--- config.mk ---
export PLATFORM = sky130hd
export DESIGN_NAME = trs_encoder_flat
export DESIGN_NICKNAME = d
export VERILOG_FILES = /design/src/rtl/trs_pkg.sv /design/src/rtl/trs_encoder_if.sv /design/src/rtl/video_timing_cnt.sv /design/src/rtl/trs_encoder.sv /design/src/flat_wrapper.sv
export SDC_FILE = /design/constraint.sdc
export NUM_CORES = 1
export LEC_CHECK = 0
export CORE_MARGIN = 2
export CORE_UTILIZATION = 50
export DETAILED_ROUTE_END_ITERATION = 10
export HOLD_SLACK_MARGIN = 0.03
export PLACE_DENSITY = 0.73
export SYNTH_ARGS = -nofsm -noshare
export SYNTH_HDL_FRONTEND = slang
export SYNTH_HIERARCHICAL = 1
export SYNTH_SLANG_ARGS = --single-unit
--- constraint.sdc ---
create_clock -name pix_clk -period 3.59 [get_ports pix_clk]
set_input_delay 0.718 -clock pix_clk [delete_from_list [all_inputs] [get_ports pix_clk]]
set_output_delay 0.718 -clock pix_clk [all_outputs]
set_load 0.005 [all_outputs]
--- src/rtl/trs_pkg.sv ---
// rtl/trs_pkg.sv - shared TRS constants, FSM state type and XY protection function
package trs_pkg;

  typedef enum logic {
    ST_IDLE = 1'b0,
    ST_RUN  = 1'b1
  } trs_state_e;

  localparam logic [7:0] TRS_PRE_FF = 8'hFF;
  localparam logic [7:0] TRS_PRE_00 = 8'h00;
  localparam logic [7:0] FILL_CBCR  = 8'h80;
  localparam logic [7:0] FILL_Y     = 8'h10;

  // Protected XY word; the detector recomputes this to validate received codes.
  function automatic logic [7:0] trs_xy(input logic f, input logic v, input logic h);
    return {1'b1, f, v, h, v ^ h, f ^ h, f ^ v, f ^ v ^ h};
  endfunction

  function automatic logic [7:0] trs_preamble(input logic [2:0] idx, input logic [7:0] xy);
    if (idx < 3'd2) begin
      return TRS_PRE_FF;
    end else if (idx < 3'd6) begin
      return TRS_PRE_00;
    end else begin
      return xy;
    end
  endfunction

endpackage

--- src/rtl/trs_encoder_if.sv ---
// rtl/trs_encoder_if.sv - upstream fetch and encoded byte stream signals of trs_encoder
interface trs_encoder_if;
  logic       en_i;
  logic [7:0] data_i;
  logic       pix_rd_o;
  logic [7:0] data_o;
  logic       lv_o;
  logic       fv_o;
  logic       sof_o;

  modport slave (
    input  en_i, data_i,
    output pix_rd_o, data_o, lv_o, fv_o, sof_o
  );

  modport master (
    output en_i, data_i,
    input  pix_rd_o, data_o, lv_o, fv_o, sof_o
  );
endinterface

--- src/rtl/video_timing_cnt.sv ---
// rtl/video_timing_cnt.sv - h/v position counters with line region flags and blank fill phase
// Blank fill pattern selected by TRS_ENCODER_BLANK_FILL_EN.
module video_timing_cnt
  import trs_pkg::*;
#(
  parameter int H_ACTIVE = 1280,
  parameter int H_BLANK  = 740,
  parameter int V_ACTIVE = 720,
  parameter int V_BLANK  = 30
) (
  input  logic       clk_i,
  input  logic       n_rst_i,
  input  logic       adv_i,
  output logic       eav_o,
  output logic       blank_o,
  output logic       sav_o,
  output logic       act_o,
  output logic       vblank_o,
  output logic [2:0] pre_idx_o,
  output logic [7:0] fill_byte_o,
  output logic       first_o,
  output logic       last_o
);

  localparam int L  = 16 + H_BLANK + 2 * H_ACTIVE;
  localparam int VT = V_BLANK + V_ACTIVE;
  localparam int HW = (L > 1) ? $clog2(L) : 1;
  localparam int VW = (VT > 1) ? $clog2(VT) : 1;

  localparam logic [HW-1:0] H_LAST      = HW'(L - 1);
  localparam logic [HW-1:0] BLANK_START = HW'(8);
  localparam logic [HW-1:0] SAV_START   = HW'(8 + H_BLANK);
  localparam logic [HW-1:0] ACT_START   = HW'(16 + H_BLANK);
  localparam logic [VW-1:0] V_LAST      = VW'(VT - 1);
  localparam logic [VW-1:0] V_ACT_START = VW'(V_BLANK);

  logic [HW-1:0] h_q, h_d;
  logic [VW-1:0] v_q, v_d;
  logic          h_wrap;
  logic          fill_odd;

  assign h_wrap = (h_q == H_LAST);

  always_comb begin
    h_d = h_q;
    v_d = v_q;
    if (adv_i) begin
      h_d = h_wrap ? '0 : h_q + HW'(1);
      if (h_wrap) begin
        v_d = (v_q == V_LAST) ? '0 : v_q + VW'(1);
      end
    end
  end

  always_ff @(posedge clk_i) begin
    if (!n_rst_i) begin
      h_q <= '0;
      v_q <= '0;
    end else begin
      h_q <= h_d;
      v_q <= v_d;
    end
  end

  assign eav_o    = (h_q < BLANK_START);
  assign blank_o  = (h_q >= BLANK_START) && (h_q < SAV_START);
  assign sav_o    = (h_q >= SAV_START) && (h_q < ACT_START);
  assign act_o    = (h_q >= ACT_START);
  assign vblank_o = (v_q < V_ACT_START);
  assign first_o  = (h_q == '0) && (v_q == '0);
  assign last_o   = h_wrap && (v_q == V_LAST);

  assign pre_idx_o = eav_o ? h_q[2:0] : (h_q[2:0] - SAV_START[2:0]);

  // Fill phase restarts at every fill region so each region begins with Cb/Cr.
  assign fill_odd = blank_o ? h_q[0] : (h_q[0] ^ ACT_START[0]);

`ifdef TRS_ENCODER_BLANK_FILL_EN
  assign fill_byte_o = fill_odd ? FILL_Y : FILL_CBCR;
`else
  assign fill_byte_o = fill_odd ? TRS_PRE_00 : TRS_PRE_00;
`endif

endmodule

--- src/rtl/trs_encoder.sv ---
// rtl/trs_encoder.sv - SDI 4:2:2 byte stream generator with EAV/SAV insertion
// Optional feature macro: TRS_ENCODER_BLANK_FILL_EN (80/10 blank fill instead of 00).
module trs_encoder
  import trs_pkg::*;
#(
  parameter int H_ACTIVE = 1280,
  parameter int H_BLANK  = 740,
  parameter int V_ACTIVE = 720,
  parameter int V_BLANK  = 30
) (
  input  logic          pix_clk,
  input  logic          n_rst,
  trs_encoder_if.slave  io
);

  trs_state_e state_q, state_d;
  logic       run;
  logic       eav, blank, sav, act, vblank, first, last;
  logic [2:0] pre_idx;
  logic [7:0] fill_byte;
  logic       pix_rd;
  logic [7:0] data_d;
  logic [7:0] data_q;
  logic       lv_q, fv_q, sof_q;

  assign run = (state_q == ST_RUN);

  video_timing_cnt #(
    .H_ACTIVE (H_ACTIVE),
    .H_BLANK  (H_BLANK),
    .V_ACTIVE (V_ACTIVE),
    .V_BLANK  (V_BLANK)
  ) u_cnt (
    .clk_i       (pix_clk),
    .n_rst_i     (n_rst),
    .adv_i       (run),
    .eav_o       (eav),
    .blank_o     (blank),
    .sav_o       (sav),
    .act_o       (act),
    .vblank_o    (vblank),
    .pre_idx_o   (pre_idx),
    .fill_byte_o (fill_byte),
    .first_o     (first),
    .last_o      (last)
  );

  always_comb begin
    state_d = state_q;
    case (state_q)
      ST_IDLE: if (io.en_i) state_d = ST_RUN;
      ST_RUN:  if (last && !io.en_i) state_d = ST_IDLE;
      default: state_d = ST_IDLE;
    endcase
  end

  always_ff @(posedge pix_clk) begin
    if (!n_rst) begin
      state_q <= ST_IDLE;
    end else begin
      state_q <= state_d;
    end
  end

  assign pix_rd = run && act && !vblank;

  always_comb begin
    data_d = fill_byte;
    if (eav) begin
      data_d = trs_preamble(pre_idx, trs_xy(1'b0, vblank, 1'b1));
    end else if (sav) begin
      data_d = trs_preamble(pre_idx, trs_xy(1'b0, vblank, 1'b0));
    end else if (pix_rd) begin
      data_d = io.data_i;
    end else if (blank) begin
      data_d = fill_byte;
    end
  end

  // Outputs clear in IDLE; the final RUN byte is still registered on the exit edge.
  always_ff @(posedge pix_clk) begin
    if (!n_rst || !run) begin
      data_q <= TRS_PRE_00;
      lv_q   <= 1'b0;
      fv_q   <= 1'b0;
      sof_q  <= 1'b0;
    end else begin
      data_q <= data_d;
      lv_q   <= pix_rd;
      fv_q   <= !vblank;
      sof_q  <= first;
    end
  end

  assign io.pix_rd_o = pix_rd;
  assign io.data_o   = data_q;
  assign io.lv_o     = lv_q;
  assign io.fv_o     = fv_q;
  assign io.sof_o    = sof_q;

endmodule

--- src/flat_wrapper.sv ---
// flat-port wrapper written by rule: the top's interface ports become plain ports
module trs_encoder_flat import trs_pkg::*;
#(
  parameter int H_ACTIVE = 1280,
  parameter int H_BLANK  = 740,
  parameter int V_ACTIVE = 720,
  parameter int V_BLANK  = 30
)
  (pix_clk, n_rst, io_en_i, io_data_i, io_pix_rd_o, io_data_o, io_lv_o, io_fv_o, io_sof_o);
  trs_encoder_if io_i ();
  input  logic pix_clk;
  input  logic n_rst;
  input wire logic [$bits(io_i.en_i)-1:0] io_en_i;
  input wire logic [$bits(io_i.data_i)-1:0] io_data_i;
  output wire logic [$bits(io_i.pix_rd_o)-1:0] io_pix_rd_o;
  output wire logic [$bits(io_i.data_o)-1:0] io_data_o;
  output wire logic [$bits(io_i.lv_o)-1:0] io_lv_o;
  output wire logic [$bits(io_i.fv_o)-1:0] io_fv_o;
  output wire logic [$bits(io_i.sof_o)-1:0] io_sof_o;
  assign io_i.en_i = io_en_i;
  assign io_i.data_i = io_data_i;
  assign io_pix_rd_o = io_i.pix_rd_o;
  assign io_data_o = io_i.data_o;
  assign io_lv_o = io_i.lv_o;
  assign io_fv_o = io_i.fv_o;
  assign io_sof_o = io_i.sof_o;
  trs_encoder #(.H_ACTIVE(H_ACTIVE), .H_BLANK(H_BLANK), .V_ACTIVE(V_ACTIVE), .V_BLANK(V_BLANK)) u_core (.pix_clk(pix_clk), .n_rst(n_rst), .io(io_i));
endmodule
==> results.txt <==
Status = complete, no violations
Hold WC Path Type = reg -> reg
Worst endpoint data arrival time = 2.21 ns
Die Y-Extent = 65.17 µm
FF-to-FF path depth = 9
Area Overhead vs Synth = 18.33%
Register Area = 680.7 µm²
Remaining DRCs = 0
IO Port Bufs = 22
CTS resizes = 0
Wire per inst = 13.39 µm
Post-Route Setup TNS = 0 ns
Period minus WS final = 2.931 ns
Grt ovf = 0
Period utilization = 81.63%
Max Cap Viol = 0
Post-Route Utilization = 60.92%
Rows = 22
Vias = 1598
Avg Synthesized Cell Area = 8.168 µm²
Initial antenna violation count = 0
Final hold violations = 0
Core region area = 3633 µm²
Post-CTS Hold Buffers = 0
Vias in the first global route = 1489
Post CTS Setup Buffer Count = 0
Max Clock Skew = 0.01139 ns
Fillers = 329
Clock root cell = clkbuf_8
N_diodes = 0
Slew headroom = 57.53%
Startpoint Class = flop
Peak VDD IR = 0.3638 mV
Routability Congestion = 0.8201
Detailed placement HPWL = 2834 µm
Clk buf depth = 2
Total power = 885.1 µW
Mapped cell area = 1871 µm²
TritonCTS clock tree = yes
Critical Path End Type = primary output
Largest net degree at the start of global routing = 15
Yosys warns = 6
Worst-path clk slew = 0.07 ns
Setup CP Type = reg -> out
Multi-input logic area = 1061 µm²
Min Hold Slack = 0.5145 ns
Max Slew Vio Count = 0
Iteration-0 DRC Markers = 147
Hold path cells = 2
RSZ-0062 raised after global routing = no
Final ANT Viol Nets = 0
Vias per inst = 5.380
Critical Path Fanout Max = 9
Synth Instances = 229
FMAX = 0.3412 GHz
Total CTS buffers = 5
Clk_lat worst skew = 0.29 ns
Non-Filler Instances = 297
WP data required = 2.87 ns
Initial Utilization = 51.48%
Total wire length = 3977 µm
H-tree Lvls = 2
First-pass GRT wire length = 6651 µm
Fin nets = 266
CTS Sinks = 34
IO Pins = 23
Total global-route track usage = 20.04%
DR pass1 iterations = 4
Layout cells sized above 1 = 7.631%
Pwr dens = 399.9 nW/µm²
Die area = 4246 µm²
Slew @ Worst Pin = 0.6283 ns
Final Setup Violations = 0
Placed Cells = 289
Die width = 65.17 µm
Pleak = 0.8192 nW
through the flow:
stage / setup WS [ns] / instance area (µm²)
after floorplan: 1.545 / 1897
after global placement: 1.040 / 2071
after detailed placement: 0.9623 / 2071
after CTS: 0.6381 / 2213
after global routing: 0.4288 / 2213
final: 0.6595 / 2213
registers in the layout, summed over array words and instances (netlist names):
| signal | flops |
|---|---|
| u_core/io.lv_o | 1 |
| u_core/run | 1 |
| u_core/io.fv_o | 1 |
| u_core/u_cnt/v_q | 10 |
| u_core/io.data_o | 8 |
| u_core/io.sof_o | 1 |
| u_core/u_cnt/h_q | 12 |
critical path: stages (launching register included):
cell	delay (ns)
dfxtp_1	0.43
nand4_2	0.22
o21ai_0	0.22
a211o_1	0.22
nand3b_4	0.16
inv_2	0.16
clkdlybuf4s50_1	0.52
area by class of cell:
class,count,share of cell area (%)
inverters,11,1.865
well taps,48,2.713
repair buffers,23,10.29
clock inverters,2,2.713
multi-input cells,173,47.94
clock buffers,6,3.731
flip-flops and latches,34,30.75
power breakdown:
part	leakage (nW)	total, mW	switching (mW)	internal, mW
sequential	0.276	0.394	0.00768	0.386
clock	0.0714	0.433	0.137	0.296
combinational	0.472	0.0580	0.0249	0.0331
routing by layer:
metal / vias to the layer above / routed length [µm] / track usage, % / share of wire [%]
li1: 827 / - / - / -
met5: - / 0 / 0 / 0
met2: 26 / 1851 / 29.85 / 47
met4: 0 / 47 / 8.073 / 1.2
met3: 7 / 141 / 4.623 / 3.5
met1: 738 / 1936 / 27.96 / 49
cells in the final DEF (no fill, tap or decap), drive strengths merged, types with 2 or more instances in the layout:
| master | instances |
|---|---|
| a211oi | 2 |
| a21oi | 10 |
| a31oi | 7 |
| and3 | 2 |
| bufinv | 2 |
| clkbuf | 6 |
| clkdlybuf4s50 | 22 |
| conb | 8 |
| dfxtp | 34 |
| ha | 7 |
| inv | 11 |
| mux2i | 2 |
| nand2 | 30 |
| nand2b | 2 |
| nand3 | 16 |
| nand3b | 2 |
| nand4 | 6 |
| nor2 | 22 |
| nor3 | 5 |
| nor4 | 5 |
| nor4b | 2 |
| o21a | 2 |
| o21ai | 5 |
| o22ai | 5 |
| o32ai | 2 |
| or3 | 3 |
| or4 | 3 |
| or4b | 2 |
| xnor2 | 9 |
| xor2 | 3 |
final timing paths:
check | start | end | slack (ns)
max | u_core/u_cnt/h_q[5]$_SDFFE_PN0P_ | io_pix_rd_o | 0.66
min | u_core/u_cnt/v_q[9]$_SDFFE_PN0P_ | u_core/u_cnt/v_q[9]$_SDFFE_PN0P_ | 0.51
max reg2reg | u_core/u_cnt/h_q[4]$_SDFFE_PN0P_ | u_core/io.data_o[3]$_SDFF_PP0_ | 1.29
min reg2reg | u_core/u_cnt/v_q[9]$_SDFFE_PN0P_ | u_core/u_cnt/v_q[9]$_SDFFE_PN0P_ | 0.51
No activity file was read; power rests on OpenSTA's default activity.
